### src/rtl/alu_cmp_pkg.sv
// Shared definitions for the ALU compare path: op encodings, FSM state codes
// and the op decode used to turn lt/eq/gt flags into a single truth bit.
package alu_cmp_pkg;

  // Compare op encodings as they arrive on the op input.
  localparam logic [1:0] CMP_LT = 2'b00;
  localparam logic [1:0] CMP_LE = 2'b01;
  localparam logic [1:0] CMP_EQ = 2'b10;
  localparam logic [1:0] CMP_GT = 2'b11;

  // Sequencer state codes. Plain constants keep the encoding visible in
  // waveforms and compatible with older tools that choke on enums in ports.
  localparam logic [1:0] IDLE    = 2'd0;
  localparam logic [1:0] COMPARE = 2'd1;
  localparam logic [1:0] DONE    = 2'd2;

  // Decode a compare op against a set of relation flags.
  function automatic logic op_true(input logic [1:0] op,
                                   input logic        lt,
                                   input logic        eq,
                                   input logic        gt);
    logic t;
    case (op)
      CMP_LT:  t = lt;
      CMP_LE:  t = lt | eq;
      CMP_EQ:  t = eq;
      default: t = gt;
    endcase
    return t;
  endfunction

endpackage

### src/rtl/slice_compare.sv
// Unsigned compare of one operand slice. Purely combinational; the sequencer
// feeds it the currently selected slice of A and B each cycle.
module slice_compare #(
  parameter int SLICE = 2
) (
  input  logic [SLICE-1:0] x,
  input  logic [SLICE-1:0] y,
  output logic             lt,
  output logic             eq
);

  // Relation of x to y; gt is implied by !lt && !eq.
  always_comb begin
    lt = (x < y);
    eq = (x == y);
  end

endmodule

### src/rtl/seq_magnitude_compare.sv
// Multi-cycle magnitude comparator. Operands are walked MSB slice first,
// SLICE bits per cycle, stopping at the first slice that differs. Signed
// compares are turned into unsigned ones by flipping the operand sign bits
// at capture (offset-binary), so the slice path never needs to know the mode.
module seq_magnitude_compare
  import alu_cmp_pkg::*;
#(
  parameter int WIDTH = 6,
  parameter int SLICE = 2
) (
  input  logic             clk,
  input  logic             rst_n,
  input  logic             start,
  input  logic [WIDTH-1:0] a,
  input  logic [WIDTH-1:0] b,
  input  logic [1:0]       op,
  input  logic             is_signed,
  output logic             busy,
  output logic             done,
  output logic [WIDTH-1:0] result,
  output logic             lt,
  output logic             eq,
  output logic             gt
);

  localparam int NSLICE = WIDTH / SLICE;
  localparam int IDX_W  = (NSLICE > 1) ? $clog2(NSLICE) : 1;
  localparam logic [IDX_W-1:0] IDX_MAX = IDX_W'(NSLICE - 1);

  // Reject geometries the slice walk cannot cover exactly.
  if (SLICE < 1 || WIDTH < 2 || (WIDTH % SLICE) != 0) begin : g_bad_geometry
    $error("seq_magnitude_compare: WIDTH must be >= 2 and a multiple of SLICE >= 1");
  end

  // Sequencer state and captured request.
  logic [1:0]       state_q, state_d;
  logic [WIDTH-1:0] a_q, a_d;
  logic [WIDTH-1:0] b_q, b_d;
  logic [1:0]       op_q, op_d;
  logic [IDX_W-1:0] idx_q, idx_d;

  // Result registers; these hold until the next accepted request finishes.
  logic             lt_q, lt_d;
  logic             eq_q, eq_d;
  logic             gt_q, gt_d;
  logic             res_q, res_d;

  // Slice currently under examination.
  logic [SLICE-1:0] a_slice;
  logic [SLICE-1:0] b_slice;
  logic             slice_lt;
  logic             slice_eq;

  // Offset-binary bias: flipping the sign bit maps two's-complement order
  // onto unsigned order, so the same slice compare serves both modes.
  function automatic logic [WIDTH-1:0] bias(input logic [WIDTH-1:0] v,
                                            input logic             sgn);
    logic [WIDTH-1:0] r;
    r = v;
    r[WIDTH-1] = v[WIDTH-1] ^ sgn;
    return r;
  endfunction

  // Pick the slice addressed by the index from both captured operands.
  always_comb begin
    a_slice = a_q[idx_q*SLICE +: SLICE];
    b_slice = b_q[idx_q*SLICE +: SLICE];
  end

  slice_compare #(
    .SLICE (SLICE)
  ) u_slice_compare (
    .x  (a_slice),
    .y  (b_slice),
    .lt (slice_lt),
    .eq (slice_eq)
  );

  // Next-state logic: capture in IDLE, walk slices in COMPARE, pulse in DONE.
  always_comb begin
    // NOTE: every output of this block gets a default first, so no path can
    // leave one unassigned and infer a latch.
    state_d = state_q;
    a_d     = a_q;
    b_d     = b_q;
    op_d    = op_q;
    idx_d   = idx_q;
    lt_d    = lt_q;
    eq_d    = eq_q;
    gt_d    = gt_q;
    res_d   = res_q;

    case (state_q)
      IDLE: begin
        if (start) begin
          a_d     = bias(a, is_signed);
          b_d     = bias(b, is_signed);
          op_d    = op;
          idx_d   = IDX_MAX;
          state_d = COMPARE;
        end
      end

      COMPARE: begin
        if (!slice_eq) begin
          // First differing slice decides the whole compare.
          lt_d    = slice_lt;
          eq_d    = 1'b0;
          gt_d    = !slice_lt;
          res_d   = op_true(op_q, slice_lt, 1'b0, !slice_lt);
          state_d = DONE;
        end else if (idx_q == '0) begin
          // Every slice matched.
          lt_d    = 1'b0;
          eq_d    = 1'b1;
          gt_d    = 1'b0;
          res_d   = op_true(op_q, 1'b0, 1'b1, 1'b0);
          state_d = DONE;
        end else begin
          idx_d = idx_q - IDX_W'(1);
        end
      end

      DONE: begin
        // start is not sampled here; a request must wait for IDLE.
        state_d = IDLE;
      end

      default: begin
        state_d = IDLE;
      end
    endcase
  end

  // State, request and result registers.
  always_ff @(posedge clk or negedge rst_n) begin
    if (!rst_n) begin
      state_q <= IDLE;
      a_q     <= '0;
      b_q     <= '0;
      op_q    <= CMP_LT;
      idx_q   <= IDX_MAX;
      lt_q    <= 1'b0;
      eq_q    <= 1'b0;
      gt_q    <= 1'b0;
      res_q   <= 1'b0;
    end else begin
      // NOTE: non-blocking updates so every register samples the values from
      // before this edge, independent of statement order.
      state_q <= state_d;
      a_q     <= a_d;
      b_q     <= b_d;
      op_q    <= op_d;
      idx_q   <= idx_d;
      lt_q    <= lt_d;
      eq_q    <= eq_d;
      gt_q    <= gt_d;
      res_q   <= res_d;
    end
  end

  // Handshake decodes straight from state; result is the truth bit zero-extended.
  always_comb begin
    busy   = (state_q == COMPARE);
    done   = (state_q == DONE);
    result = {{(WIDTH-1){1'b0}}, res_q};
    lt     = lt_q;
    eq     = eq_q;
    gt     = gt_q;
  end

endmodule

### config.mk
export PLATFORM = sky130hd
export DESIGN_NAME = seq_magnitude_compare
export DESIGN_NICKNAME = d
export VERILOG_FILES = /design/src/rtl/alu_cmp_pkg.sv /design/src/rtl/slice_compare.sv /design/src/rtl/seq_magnitude_compare.sv
export SDC_FILE = /design/constraint.sdc
export NUM_CORES = 1
export LEC_CHECK = 0
export BUFFER_PORTS_ARGS = -buffer_cell sky130_fd_sc_hd__clkbuf_2
export CORE_MARGIN = 10
export CORE_UTILIZATION = 50
export DETAILED_ROUTE_END_ITERATION = 8
export HOLD_SLACK_MARGIN = 0.02
export MAX_ROUTING_LAYER = met4
export PLACE_DENSITY = 0.78
export SETUP_SLACK_MARGIN = 0.05
export SYNTH_ARGS = -nofsm -noshare
export SYNTH_HDL_FRONTEND = slang
export SYNTH_SLANG_ARGS = --single-unit
### constraint.sdc
create_clock -name clk -period 4.6 [get_ports clk]
set_input_delay 0.46 -clock clk [delete_from_list [all_inputs] [get_ports clk]]
set_output_delay 0.46 -clock clk [all_outputs]
set_load 0.005 [all_outputs]
**Word level (Yosys, flattened, before mapping)**

Index checks and enable logic that the tools add are counted.

- Add/sub/neg operators: 1
- Order comparisons: 1
- Equal/unequal tests: 10
- Shifts and indexed selects: 2
- Multiplexer cells: 17
- Bitwise operators: 2
- Reductions and logical operators: 11

Operators by type and width:

| cell | number |
|---|---|
| 2-bit 2-to-1 mux | 6 |
| 6-bit by 4-bit indexed part select with 2-bit output | 2 |
| 1-bit 2-to-1 mux | 8 |
| 2-bit case mux with 2 select lines | 2 |
| 2-bit zero test | 3 |
| 2-bit AND reduction | 3 |
| 2-bit by 1-bit == test with 1-bit output, second input constant | 2 |
| 2-bit == test, second input constant | 2 |
| 2-bit by 1-bit inequality test with 1-bit output, second input constant | 2 |
| 2-bit inequality test, second input constant | 2 |
| 4-bit AND reduction | 1 |
| 2-bit OR reduction | 2 |
| 3-bit by 2-bit inequality test with 1-bit output, second input constant | 1 |
| 2-bit == test | 1 |
| 2-bit less-than comparator | 1 |
| 1-bit case mux with 2 select lines | 1 |
| 2-bit nonzero test | 1 |
| 2-bit by 1-bit subtractor with 2-bit output, second input constant | 1 |
| 1-bit bitwise XOR | 2 |
| 1-bit zero test | 1 |

- Bits in registers: 22
- Bits of input ports: 18

**Depth between registers and ports, before layout**

Gate-level depths: netlist of the first run.

- Depth in word-level cells: 5
- Depth in mapped cells: 10
- Mapped depth without buffers: 10

**Hierarchy**

From an unflattened synthesis of the first run, not the netlist that was laid out.

- Cell total of the unflattened synthesis: 105
- Area, all modules: 1,176.1 µm²

Modules (own cells, without submodules):

| module | instances | cells each | area each (µm²) | sequential area each (µm²) |
|---|---|---|---|---|
| seq_magnitude_compare | 1 | 98 | 1,124.8 | 551.8 |
| slice_compare | 1 | 7 | 51.3 | 0.0 |

**Least setup slack after synthesis of the first run**

OpenSTA, ideal clock, no wires.

- Kind: reg2reg
- Start: register idx_q[1]
- End: register res_q
- Arrival: 1.820 ns
- Required time: 4.523 ns
- Slack: 2.702 ns
- Stages on the path, launching flop included: 9
- Buffers on the path: 1
- Period minus slack after synthesis: 1.898 ns
- Path through: dfstp_2 -> buf_2 -> mux2i_1 -> nor2_1 -> a21oi_1 -> ha_1 -> o21a_1 -> a211o_1 -> a21oi_1

- Cells in the longest elaborated chain, start to end: 5

RTL lines:

| item | RTL line | RTL |
|---|---|---|
| start: declaration | seq_magnitude_compare.sv:40 | `logic [IDX_W-1:0] idx_q, idx_d;` |
| start signal: assignment | seq_magnitude_compare.sv:154 | `idx_q <= idx_d;` |
| 6-bit by 4-bit indexed part select with 2-bit output, on equally long branches | seq_magnitude_compare.sv:66, seq_magnitude_compare.sv:67 |  |
| 2-bit less-than comparator | slice_compare.sv:14 | `lt = (x < y);` |
| 1-bit zero test | seq_magnitude_compare.sv:110 | `res_d = op_true(op_q, slice_lt, 1'b0, !slice_lt);` |
| 1-bit case mux with 2 select lines | alu_cmp_pkg.sv:23 | `case (op)` |
| 1-bit 2-to-1 mux | seq_magnitude_compare.sv:105 | `if (!slice_eq) begin` |
| end signal: assignment | seq_magnitude_compare.sv:158 | `res_q <= res_d;` |
| end: declaration | seq_magnitude_compare.sv:46 | `logic res_q, res_d;` |

Several ways; a longest one is shown, not always the timed one.
A chain may end at the register's enable or synchronous reset.

**Worst setup path after layout of the first run**

- Start: register idx_q[1]
- End: register idx_q[1]

- Cells in the longest elaborated chain, start to end: 4

RTL lines:

| item | RTL line | RTL |
|---|---|---|
| 6-bit by 4-bit indexed part select with 2-bit output, or another cell as far along | seq_magnitude_compare.sv:66 | `a_slice = a_q[idx_q*SLICE +: SLICE];` |
| 2-bit == test / 2-bit 2-to-1 mux (equally long branches) | slice_compare.sv:15, seq_magnitude_compare.sv:112 |  |
| 2-bit by 1-bit inequality test with 1-bit output (no line) / 2-bit 2-to-1 mux (equally long branches) | n/a |  |
| 4-bit AND reduction (no line) / 2-bit case mux with 2 select lines (equally long branches) | n/a |  |

Several ways; a longest one is shown, not always the timed one. The select of a mux whose other input is x is not followed.

==> impl_metrics.prom, run 1 <==
# TYPE chip_impl_metric gauge
chip_impl_info{name="status",value="completed"} 1
chip_impl_metric{name="min_period",unit="ps"} 2030
chip_impl_info{name="cts-root-buf",value="clkbuf_4"} 1
chip_impl_metric{name="critical_path_data_required_time",unit="ps"} 4830
chip_impl_info{name="cp_slowest_cell",value="dfstp_2"} 1
chip_impl_metric{name="grt.overflow.total",unit=""} 0
chip_impl_metric{name="drt_drc_violations_left",unit=""} 0
chip_impl_metric{name="post_cts_buffers",unit=""} 0
chip_impl_metric{name="timing.reg2reg.setup_slack",unit="ps"} 2570
chip_impl_info{name="cells_along_the_critical_path",value="mux2i_1, nor2_1, a21oi_1, ha_1, and3b_1, nand3_1, o21ai_0, a22oi_1"} 1
chip_impl_metric{name="fin_nets",unit=""} 155
chip_impl_info{name="worst_r2r_startpoint",value="idx_q[1]"} 1
chip_impl_metric{name="n_fill_cell",unit=""} 212
chip_impl_metric{name="tns",unit="ps"} 0
chip_impl_metric{name="synthMuxAreaShare",unit=""} 0.138
chip_impl_metric{name="drv.max_cap_violation_count",unit=""} 0
chip_impl_metric{name="clock_sinks",unit=""} 22
chip_impl_metric{name="clock_tree.htree_level_count",unit=""} 1
chip_impl_metric{name="seq_area_frac_synth",unit=""} 0.475
chip_impl_metric{name="drtIter0Drc",unit=""} 7
chip_impl_metric{name="met2_usage",unit=""} 0.174
chip_impl_metric{name="finClkSkew",unit="ps"} 5.99
chip_impl_metric{name="global_route.usage.total",unit=""} 0.106
chip_impl_metric{name="num_antenna_cells",unit=""} 0
chip_impl_metric{name="synth_warnings",unit=""} 0
chip_impl_metric{name="combined_area_of_the_multi_input_logic_cells",unit="um^2"} 518
chip_impl_metric{name="hold_buffers",unit=""} 0
chip_impl_metric{name="clockBufferDepth",unit=""} 2
chip_impl_metric{name="maximum_clock_frequency",unit="MHz"} 492
chip_impl_metric{name="floorplan.initialDensity",unit=""} 0.525
chip_impl_info{name="r2r_end",value="idx_q[1]"} 1
chip_impl_info{name="timing.hold.worst.class",value="input pin to asynchronous set/reset pin"} 1
chip_impl_metric{name="drive_gt1_frac",unit=""} 0.300
chip_impl_metric{name="hold_viol_final",unit=""} 0
chip_impl_metric{name="report.final.setup_viol",unit=""} 0
chip_impl_metric{name="yosys_register_bits",unit=""} 22
chip_impl_metric{name="wire_length_of_the_first_global_routing_pass",unit="um"} 3710
chip_impl_metric{name="finalWeightedCongestion",unit=""} 0.782
chip_impl_metric{name="path_clk_slew",unit="ps"} 110
chip_impl_metric{name="timing_max_transition_violations_final",unit=""} 0
chip_impl_metric{name="arrival",unit="ps"} 2260
chip_impl_metric{name="vias_in_the_first_global_route",unit=""} 845
chip_impl_metric{name="drt_first_pass_iters",unit=""} 4
chip_impl_metric{name="synth_compound_gate_area_share",unit=""} 0.123
chip_impl_metric{name="syn_avg_cell_area",unit="um^2"} 10.8
chip_impl_metric{name="die_area",unit="mm^2"} 0.00465
chip_impl_metric{name="detailedPlacementHpwl",unit="um"} 1710
chip_impl_metric{name="timing.critical_path.fanout_max",unit=""} 7
chip_impl_info{name="setup_repair_after_global_routing_missed_its_margin",value="false"} 1
chip_impl_metric{name="slew_worst_pin",unit="ps"} 1220
chip_impl_metric{name="synth_simple_gate_area_share",unit=""} 0.0894
chip_impl_metric{name="fin_ws",unit="ps"} 2570
chip_impl_metric{name="synth-xor-area-share",unit=""} 0.0151
chip_impl_metric{name="port_buffers",unit=""} 23
chip_impl_metric{name="finalWirelength",unit="um"} 2100
chip_impl_metric{name="std_cell_core_area",unit="mm^2"} 0.00221
chip_impl_metric{name="place_worst_setup_slack",unit="ps"} 2510
chip_impl_metric{name="synth_fa_ha_area_frac",unit=""} 0.0647
chip_impl_metric{name="globalRouteMet1Util",unit=""} 0.115
chip_impl_metric{name="slowest_delay",unit="ps"} 650
chip_impl_metric{name="floorplan.rows",unit=""} 17
chip_impl_metric{name="worst_ir_drop_vdd",unit="V"} 0.000358
chip_impl_metric{name="power_density",unit="mW/mm^2"} 677
chip_impl_metric{name="syn_to_final_growth",unit="%"} 9.91
chip_impl_metric{name="synth.distinct_cells",unit=""} 30
chip_impl_metric{name="slew_headroom",unit=""} 0.182
chip_impl_metric{name="die-width",unit="um"} 68.2
chip_impl_metric{name="reg2regPathDepth",unit=""} 8
chip_impl_info{name="critical_path.startpoint_type",value="register"} 1
chip_impl_metric{name="die_height",unit="um"} 68.2
chip_impl_metric{name="grt_max_degree",unit=""} 23
chip_impl_metric{name="cts_repair_resize_count",unit=""} 0
chip_impl_metric{name="ff_latch_area",unit="um^2"} 552
chip_impl_metric{name="globalRouteMet3Util",unit=""} 0.0294
chip_impl_metric{name="syn-cell-area",unit="mm^2"} 0.00116
chip_impl_metric{name="initial_antenna_violation_count",unit=""} 0
chip_impl_info{name="cts_tree",value="done"} 1
chip_impl_metric{name="detailroute.via_count",unit=""} 798
chip_impl_info{name="grt-busiest-layer",value="met2"} 1
chip_impl_info{name="endpoint_kind",value="register"} 1
chip_impl_metric{name="wl_per_cell",unit="um"} 13.3
chip_impl_info{name="timing.setup.critical_path_class",value="register to register"} 1
chip_impl_metric{name="source_to_sink_clock_delay_at_the_later_pin_of_the_worst_skew_pair",unit="ps"} 310
chip_impl_metric{name="tritoncts.num_buffers",unit=""} 3
chip_impl_metric{name="synthCells",unit=""} 108
chip_impl_metric{name="cellLeakagePower",unit="nW"} 0.658
chip_impl_metric{name="ant_nets",unit=""} 0
chip_impl_metric{name="final_min_period_over_clock_period",unit=""} 0.442
chip_impl_info{name="combinational_family_with_the_most_area_after_synthesis",value="multiplexers"} 1
chip_impl_metric{name="design.portCount",unit=""} 29
chip_impl_metric{name="vias_per_cell",unit=""} 5.05
==> cells by family (layout without fill, tap and decap cells) <==
logic type	after synthesis	in the layout
xor gates and xnor gates	2	2
DFF	22	22
other	1	5
adders and majority gates	6	6
muxes	14	14
and+or+nand+nor	22	22
buffers and inverters	17	35
AOI/OAI and AO/OA	24	24
==> where the power goes <==
group	total, mW	internal, mW	switching (mW)	leakage (nW)
Sequential	0.343	0.285	0.0579	0.263
Combinational	0.432	0.209	0.223	0.380
Clock	0.0889	0.0339	0.0550	0.0150
==> how the worst max path moves through the flow <==
stage	from	end	slack [ps]	depth (start not counted)
floorplan	idx_q[1]	res_q	2700	8
global placement	start	b_q[1]	2560	3
detailed placement	start	a_q[2]	2510	3
CTS	idx_q[1]	idx_q[1]	2550	8
global route	idx_q[1]	idx_q[1]	2330	8
finish	idx_q[1]	idx_q[1]	2570	8
==> through the flow <==
step / hold WS [ps] / total power [mW] / instances / instance area (um^2) / utilization
after floorplan: 164 / 0.693 / 112 / 1180 / -
after global placement: 458 / 0.765 / 154 / 1250 / 0.565
after detailed placement: 469 / 0.785 / 154 / 1250 / 0.565
after CTS: 121 / 0.876 / 158 / 1280 / 0.577
after global routing: 129 / 0.959 / 158 / 1280 / 0.577
final: 105 / 0.864 / 158 / 1280 / 0.577
==> worst max-delay path: cells and delay by family, from the launching register on <==
kind / cells / cell delay (ps)
muxes: 1 / 210
and+or+nand+nor: 3 / 370
AOI/OAI and AO/OA: 3 / 400
DFF: 1 / 650
adders and majority gates: 1 / 310
==> flip-flops by register name (all words and copies together), names as in the netlist, 2 cells and up <==
name and cells:
b_q 6, state_q 2, op_q 2, a_q 6, idx_q 2
==> synthesized netlist by cell type <==
cell type,number,area [um^2]
dfrtp_1,21,526
buf_6,1,11.3
mux2_2,8,90.1
dfstp_2,1,26.3
nor2_1,9,33.8
nand2_1,7,26.3
ha_1,6,75.1
a21o_1,1,7.51
o21bai_1,1,7.51
buf_4,6,45.0
a31oi_1,1,6.26
inv_1,8,30.0
and3b_1,1,8.76
o21ai_2,1,8.76
nand3_1,2,10.0
mux2_4,2,30.0
nor3b_2,1,12.5
buf_8,1,15.0
mux2i_1,4,40.0
a22oi_1,1,7.51
a22o_1,1,8.76
o21ai_0,8,40.0
buf_2,1,5.00
a21oi_1,8,40.0
xnor2_1,2,17.5
o21a_1,1,7.51
nor2b_1,1,6.26
nand2b_1,1,6.26
a211o_1,1,8.76
conb_1,1,3.75
==> metal layers <==
| metal | vias up | routed length (um) |
|---|---|---|
| met1 | 374 | 850 |
| met3 | 4 | 152 |
| met2 | 20 | 1060 |
| met5 | - | 0 |
| li1 | 400 | - |
| met4 | 0 | 36 |
==> layout make-up <==
class | instances | share of cell area
multi-input cells | 73 | 0.406
well taps | 28 | 0.0275
inverters | 8 | 0.0235
clock buffers | 4 | 0.0206
flip-flops and latches | 22 | 0.432
repair buffers | 23 | 0.0902
==> cell usage in the layout (no fill, tap or decap) <==
master	count
a22o_1	1
mux2i_1	4
a21o_1	1
o21bai_1	1
xnor2_1	2
mux2_4	2
o21ai_2	1
clkbuf_1	1
dfrtp_1	21
nor2b_1	1
inv_1	8
a21oi_1	8
and3b_1	1
a31oi_1	1
clkbuf_2	23
a211o_1	1
mux2_2	8
nor2_1	9
nand3_1	2
dfstp_2	1
ha_1	6
nand2_1	7
conb_1	5
o21ai_0	8
o21a_1	1
nand2b_1	1
a22oi_1	1
clkbuf_4	3
nor3b_2	1
(Power assumes the default switching activity.)
==> run 2: changes to the inputs <==
ABC_AREA = 1   (was unset)
CORE_UTILIZATION = 46   (was 50)
PLACE_DENSITY = 0.75   (was 0.78)
clock period = 1.7 ns   (was 4.6 ns; I/O delays follow)
==> run 2 against run 1 <==
  * The flow now finishes with violations (negative setup slack)
  * Critical endpoint is now eq
  * Sequential share of layout area shrank 4.4 points
  * Critical path type unchanged
  * Wire length rose by 17%
  * Fmax increased by 15%
  * Synthesized area decreased by 0.97%
  * Clock power grew to 3.2 times the previous value
  * Non-clock buffer count is 9 higher
  * Die area up 5.4%
==> impl_metrics.prom, run 2 <==
# TYPE chip_impl_metric gauge
chip_impl_metric{name="slew_headroom",unit=""} 0.648
chip_impl_metric{name="layout.core_utilization",unit=""} 0.585
chip_impl_metric{name="cellLeakagePower",unit="nW"} 0.753
chip_impl_metric{name="syn_avg_cell_area",unit="um^2"} 8.45
chip_impl_info{name="worst_r2r_startpoint",value="idx_q[0]"} 1
chip_impl_metric{name="detailroute.via_count",unit=""} 955
chip_impl_metric{name="synth_warnings",unit=""} 0
chip_impl_metric{name="slew_worst_pin",unit="ps"} 528
chip_impl_metric{name="std_cell_core_area",unit="mm^2"} 0.00243
chip_impl_metric{name="wire_length_of_the_first_global_routing_pass",unit="um"} 4290
chip_impl_metric{name="grt_max_degree",unit=""} 23
chip_impl_metric{name="vias_per_cell",unit=""} 4.85
chip_impl_metric{name="finalWeightedCongestion",unit=""} 0.880
chip_impl_info{name="status",value="finished, violations left"} 1
chip_impl_metric{name="timing_max_transition_violations_final",unit=""} 0
chip_impl_metric{name="crit_buf_inv",unit=""} 2
chip_impl_info{name="post_synth_main_area_contributors",value="dfrtp_1 (46%), nand2_1 (14%), ha_1 (6.5%)"} 1
chip_impl_info{name="leading_cell_types_in_the_layout_fill_and_taps_excluded",value="nand2_1 (40), clkbuf_2 (23), dfrtp_1 (20)"} 1
chip_impl_metric{name="wl_per_cell",unit="um"} 12.5
chip_impl_metric{name="syn_to_final_growth",unit="%"} 23.7
chip_impl_metric{name="placedCellCount",unit=""} 189
chip_impl_metric{name="floorplan.rows",unit=""} 18
chip_impl_metric{name="fin_nets",unit=""} 192
chip_impl_metric{name="synth_simple_gate_area_share",unit=""} 0.208
chip_impl_info{name="violations",value="negative setup slack"} 1
chip_impl_metric{name="num_antenna_cells",unit=""} 0
chip_impl_metric{name="grt.overflow.total",unit=""} 0
chip_impl_metric{name="initial_antenna_violation_count",unit=""} 0
chip_impl_metric{name="final_min_period_over_clock_period",unit=""} 1.04
chip_impl_metric{name="synth.distinct_cells",unit=""} 21
chip_impl_metric{name="design.portCount",unit=""} 29
chip_impl_metric{name="synth_compound_gate_area_share",unit=""} 0.116
chip_impl_info{name="yosys.area.top_type",value="dfrtp_1"} 1
chip_impl_metric{name="die_height",unit="um"} 70.0
chip_impl_metric{name="die_area",unit="mm^2"} 0.00490
chip_impl_metric{name="path_clk_slew",unit="ps"} 120
chip_impl_info{name="min_from",value="b[2]"} 1
chip_impl_info{name="endpoint_kind",value="register"} 1
chip_impl_metric{name="finClkSkew",unit="ps"} 2.58
chip_impl_info{name="combinational_family_with_the_most_area_after_synthesis",value="simple AND/OR/NAND/NOR gates"} 1
chip_impl_metric{name="port_buffers",unit=""} 23
chip_impl_metric{name="source_to_sink_clock_delay_at_the_later_pin_of_the_worst_skew_pair",unit="ps"} 310
chip_impl_metric{name="synth_fa_ha_area_frac",unit=""} 0.0653
chip_impl_metric{name="detailedPlacementHpwl",unit="um"} 1850
chip_impl_info{name="timing.setup.critical_path_class",value="register to register"} 1
chip_impl_metric{name="min_period",unit="ps"} 1760
chip_impl_info{name="layout_commonest_cell",value="nand2_1"} 1
chip_impl_info{name="largest_registers",value="a_q x6, b_q x6"} 1
chip_impl_info{name="most_used_dff_post_synth",value="dfrtp_1"} 1
chip_impl_metric{name="syn-cell-area",unit="mm^2"} 0.00115
chip_impl_metric{name="area_share_of_the_leading_cell_type_in_the_synthesized_netlist",unit=""} 0.457
chip_impl_info{name="critical-path-top-delay-family",value="flip-flops"} 1
chip_impl_info{name="setup_repair_after_global_routing_missed_its_margin",value="true"} 1
chip_impl_metric{name="slowest_delay",unit="ps"} 470
chip_impl_metric{name="synthCells",unit=""} 136
chip_impl_metric{name="async_reset_ff_frac",unit=""} 1.00
chip_impl_metric{name="timing.critical_path.fanout_max",unit=""} 5
chip_impl_metric{name="synth_edf_count",unit=""} 0
chip_impl_metric{name="tritoncts.num_buffers",unit=""} 3
chip_impl_metric{name="clock_sinks",unit=""} 22
chip_impl_info{name="synthTopCellsByCount",value="nand2_1 (42), dfrtp_1 (21), inv_1 (13), o21ai_0 (13), nor2_1 (9)"} 1
chip_impl_metric{name="die-width",unit="um"} 70.0
chip_impl_info{name="timing.hold.worst.class",value="input pin to register"} 1
chip_impl_metric{name="clock_tree.htree_level_count",unit=""} 1
chip_impl_metric{name="placed_cell_area",unit="mm^2"} 0.00129
chip_impl_metric{name="floorplan.initialDensity",unit=""} 0.473
chip_impl_metric{name="synthMuxAreaShare",unit=""} 0
chip_impl_metric{name="drt_first_pass_iters",unit=""} 4
chip_impl_metric{name="yosys_register_bits",unit=""} 22
chip_impl_metric{name="hold_viol_final",unit=""} 0
chip_impl_metric{name="worst_ir_drop_vdd",unit="V"} 0.000987
chip_impl_metric{name="synth-xor-area-share",unit=""} 0.0152
chip_impl_metric{name="finalWirelength",unit="um"} 2450
chip_impl_info{name="startpoint",value="idx_q[0]"} 1
chip_impl_info{name="critical_path.startpoint_type",value="register"} 1
chip_impl_metric{name="global_route.usage.total",unit=""} 0.104
chip_impl_info{name="cp_slowest_cell",value="dfrtp_2"} 1
chip_impl_metric{name="postLayoutCellArea",unit="mm^2"} 0.00142
chip_impl_metric{name="seq_area_frac_synth",unit=""} 0.480
chip_impl_metric{name="vias_in_the_first_global_route",unit=""} 986
chip_impl_metric{name="ant_nets",unit=""} 0
chip_impl_info{name="cells_along_the_critical_path",value="buf_12, nor2_4, a22oi_2, ha_1, nand2_2, o21ai_4, inv_2, o21a_1"} 1
chip_impl_metric{name="fin_ws",unit="ps"} -63.8
chip_impl_metric{name="maximum_clock_frequency",unit="MHz"} 567
chip_impl_metric{name="critical_path_data_required_time",unit="ps"} 1910
chip_impl_metric{name="power_density",unit="mW/mm^2"} 1970
chip_impl_metric{name="drv.max_cap_violation_count",unit=""} 0
chip_impl_metric{name="clockBufferDepth",unit=""} 2
chip_impl_info{name="synthMostInstantiatedCell",value="nand2_1"} 1
chip_impl_metric{name="drt_drc_violations_left",unit=""} 0
chip_impl_metric{name="drive_gt1_frac",unit=""} 0.347
chip_impl_info{name="cts-root-buf",value="clkbuf_4"} 1
chip_impl_metric{name="finalPower",unit="mW"} 2.80
chip_impl_metric{name="report.final.setup_viol",unit=""} 7
chip_impl_metric{name="arrival",unit="ps"} 1980
chip_impl_metric{name="instances_no_fill",unit=""} 197
chip_impl_metric{name="n_fill_cell",unit=""} 223
chip_impl_info{name="cts_tree",value="done"} 1
chip_impl_metric{name="drtIter0Drc",unit=""} 21
==> run 2: logic make-up (layout without fill, tap and decap cells) <==
logic type	Yosys count	count (layout)
adders and majority gates	6	6
and+or+nand+nor	57	57
xor gates and xnor gates	2	2
buffers and inverters	25	52
AOI/OAI and AO/OA	23	23
other	1	5
DFF	22	22
==> run 2: worst min-delay path, delay by kind of cell <==
kind	cells	cell delay [ps]
and+or+nand+nor	2	80
buffers and inverters	1	70
==> run 2: per-layer routing <==
layer | track usage | part of all wire | vias to the layer above
met3 | 0.0240 | 0.042 | 2
met4 | 0.0329 | 0.0057 | 0
met1 | 0.129 | 0.45 | 455
li1 | - | - | 473
met2 | 0.162 | 0.51 | 25
met5 | - | 0 | -
==> run 2: worst paths after layout <==
kind | slack, ps | endpoint | depth (start not counted)
hold / removal | 50 | b_q[2] | 3
min in group asynchronous | 360 | state_q[0] | 2
max in group asynchronous | 960 | idx_q[0] | 2
hold reg to reg | 500 | b_q[0] | 2
setup reg to reg | -60 | eq | 8
setup / recovery | -60 | eq | 8
==> run 2: cell type report <==
cell class / count / area (um^2) / share of cell area
Timing Repair Buffer: 32 / 201 / 0.142
Sequential cell: 22 / 553 / 0.389
Multi-Input combinational cell: 93 / 532 / 0.374
Tap cell: 30 / 37.5 / 0.0264
Clock buffer: 4 / 36.3 / 0.0255
Inverter: 16 / 62.6 / 0.0440
==> run 2: per-stage QoR <==
stage,hold slack (ps),TNS [ps],setup slack (ps)
5_1_grt,44.1,-1130,-191
2_1_floorplan,-126,-0.701,-0.701
4_1_cts,41.1,-227,-52.8
3_5_place_dp,176,-468,-110
6_report,46.4,-344,-63.8
3_3_place_gp,165,-66.9,-28.0
==> run 2: report_power, final <==
group / switching (mW) / leakage, nW / internal [mW]
combinational: 0.902 / 0.463 / 0.671
sequential: 0.159 / 0.269 / 0.782
clock: 0.157 / 0.0210 / 0.131
==> run 2: timing repair <==
item                                   CTS  global route
pin swaps                                6             1
gates resized for setup                  7            15
setup endpoints to repair                8             8
buffers inserted                         1             2
endpoints found under the hold margin   21             0
hold buffers                             1             0
==> run 3: changes to the inputs <==
CORE_UTILIZATION = 50   (was 46)
PLACE_DENSITY = 0.78   (was 0.75)
clock period = 2.2 ns   (was 1.7 ns; I/O delays follow)
==> run 3 against run 2 <==
  * The run now ends clean
  * Non-clock buffer count down 8
  * Setup slack better by 330 ps
  * Clock skew up 0.64 ps
  * Critical path depth unchanged
  * First-iteration DRC count up 14%
  * Hold slack better by 50 ps
==> impl_metrics.prom, run 3 (synthesized netlist as in run 2, its figures left out) <==
# TYPE chip_impl_metric gauge
chip_impl_info{name="status",value="completed"} 1
chip_impl_metric{name="global_route.usage.total",unit=""} 0.106
chip_impl_metric{name="die_height",unit="um"} 68.0
chip_impl_metric{name="worst_ir_drop_vdd",unit="V"} 0.000757
chip_impl_metric{name="vias_in_the_first_global_route",unit=""} 900
chip_impl_metric{name="port_buffers",unit=""} 23
chip_impl_metric{name="timing.critical_path.fanout_max",unit=""} 7
chip_impl_info{name="leading_cell_types_in_the_layout_fill_and_taps_excluded",value="nand2_1 (42), clkbuf_2 (23), dfrtp_1 (21)"} 1
chip_impl_metric{name="initial_antenna_violation_count",unit=""} 0
chip_impl_metric{name="drtIter0Drc",unit=""} 24
chip_impl_metric{name="report.final.setup_viol",unit=""} 0
chip_impl_metric{name="ant_nets",unit=""} 0
chip_impl_metric{name="std_cell_core_area",unit="mm^2"} 0.00219
chip_impl_metric{name="drv.max_cap_violation_count",unit=""} 0
chip_impl_metric{name="source_to_sink_clock_delay_at_the_later_pin_of_the_worst_skew_pair",unit="ps"} 300
chip_impl_metric{name="post_cts_buffers",unit=""} 0
chip_impl_metric{name="finClkSkew",unit="ps"} 3.21
chip_impl_metric{name="floorplan.rows",unit=""} 17
chip_impl_metric{name="power_density",unit="mW/mm^2"} 1440
chip_impl_metric{name="tns",unit="ps"} 0
chip_impl_metric{name="vias_per_cell",unit=""} 4.71
chip_impl_metric{name="die_area",unit="mm^2"} 0.00462
chip_impl_metric{name="drt_first_pass_iters",unit=""} 4
chip_impl_metric{name="drt_drc_violations_left",unit=""} 0
chip_impl_metric{name="design.portCount",unit=""} 29
chip_impl_metric{name="postLayoutCellArea",unit="mm^2"} 0.00129
chip_impl_metric{name="wire_length_of_the_first_global_routing_pass",unit="um"} 3730
chip_impl_metric{name="arrival",unit="ps"} 2150
chip_impl_info{name="cts-root-buf",value="clkbuf_4"} 1
chip_impl_metric{name="die-width",unit="um"} 68.0
chip_impl_metric{name="clock_tree.htree_level_count",unit=""} 1
chip_impl_metric{name="placed_cell_area",unit="mm^2"} 0.00125
chip_impl_info{name="timing.setup.critical_path_class",value="register to register"} 1
chip_impl_info{name="layout_commonest_cell",value="nand2_1"} 1
chip_impl_metric{name="final_min_period_over_clock_period",unit=""} 0.881
chip_impl_metric{name="clock_sinks",unit=""} 22
chip_impl_metric{name="detailedPlacementHpwl",unit="um"} 1760
chip_impl_metric{name="floorplan.initialDensity",unit=""} 0.525
chip_impl_info{name="endpoint_kind",value="register"} 1
chip_impl_metric{name="slew_worst_pin",unit="ps"} 534
chip_impl_info{name="cts_tree",value="done"} 1
chip_impl_metric{name="cellLeakagePower",unit="nW"} 0.706
chip_impl_metric{name="clockBufferDepth",unit=""} 2
chip_impl_info{name="largest_registers",value="a_q x6, b_q x6"} 1
chip_impl_metric{name="grt_max_degree",unit=""} 23
chip_impl_info{name="critical_path.startpoint_type",value="register"} 1
chip_impl_metric{name="drive_gt1_frac",unit=""} 0.239
chip_impl_metric{name="min_period",unit="ps"} 1940
chip_impl_metric{name="fin_nets",unit=""} 184
chip_impl_metric{name="critical_path_data_required_time",unit="ps"} 2410
chip_impl_metric{name="finalWeightedCongestion",unit=""} 0.755
chip_impl_info{name="setup_repair_after_global_routing_missed_its_margin",value="false"} 1
chip_impl_metric{name="syn_to_final_growth",unit="%"} 12.4
chip_impl_metric{name="detailroute.via_count",unit=""} 881
chip_impl_metric{name="num_antenna_cells",unit=""} 0
chip_impl_metric{name="path_clk_slew",unit="ps"} 120
chip_impl_metric{name="hold_ws",unit="ps"} 96.3
chip_impl_metric{name="grt.overflow.total",unit=""} 0
chip_impl_metric{name="finalWirelength",unit="um"} 2210
chip_impl_info{name="timing.hold.worst.class",value="input pin to register"} 1
chip_impl_metric{name="timing.reg2reg.setup_slack",unit="ps"} 260
chip_impl_metric{name="maximum_clock_frequency",unit="MHz"} 516
chip_impl_metric{name="wl_per_cell",unit="um"} 11.8
chip_impl_metric{name="slew_headroom",unit=""} 0.644
chip_impl_metric{name="hold_viol_final",unit=""} 0
chip_impl_metric{name="tritoncts.num_buffers",unit=""} 3
chip_impl_metric{name="timing_max_transition_violations_final",unit=""} 0
[run 3: path summary, 6_finish.rpt]
check,cells after the start,from,endpoint
setup reg to reg,8,idx_q[1],eq
max in group asynchronous,2,rst_n,idx_q[1]
hold reg to reg,2,a_q[1],a_q[1]
hold / removal,3,a[1],a_q[1]
setup / recovery,8,idx_q[1],eq
min in group asynchronous,2,rst_n,op_q[1]
[run 3: final cells by class]
class / count / area (um^2)
clock buffers: 4 / 36.3
inverters: 16 / 60.1
multi-input cells: 93 / 484
well taps: 28 / 35.0
repair buffers: 24 / 125
fillers: 200 / 898
flip-flops and latches: 22 / 552
[run 3: metrics by stage]
stage	total power, mW	setup slack [ps]	util	cells
2_1_floorplan	1.45	439	-	140
3_3_place_gp	1.62	371	0.569	182
3_5_place_dp	1.66	285	0.569	182
4_1_cts	1.89	248	0.590	187
5_1_grt	2.09	71.9	0.590	187
6_report	1.86	263	0.590	187
[run 3: repair_timing]
action	4_1_cts	5_1_grt
hold buffers	1	0
endpoints found under the hold margin	21	0
resized for setup	0	0
[run 3: critical path, cell delays in order, from the launching register on]
cell and delay, ps:
dfstp_2 540, inv_1 90, nor2_1 230, a22oi_1 130
ha_1 340, nand2_2 100, o21ai_2 190, inv_2 70
o21a_1 160
[run 3: routing by layer]
metal | wire, um | vias to the layer above | GRT usage | share of wire
met1 | 982 | 395 | 0.123 | 0.44
li1 | - | 459 | - | -
met2 | 1090 | 25 | 0.173 | 0.49
met3 | 136 | 2 | 0.0473 | 0.061
met5 | 0 | - | - | 0
met4 | 8 | 0 | 0.00754 | 0.0036
[run 3: power by group]
part           internal (mW)  total [mW]  leakage [nW]  switching, mW
Sequential             0.603       0.715         0.270          0.112
Clock                  0.101       0.219        0.0210          0.118
Combinational          0.356       0.928         0.415          0.572
Total                   1.06        1.86         0.706          0.802
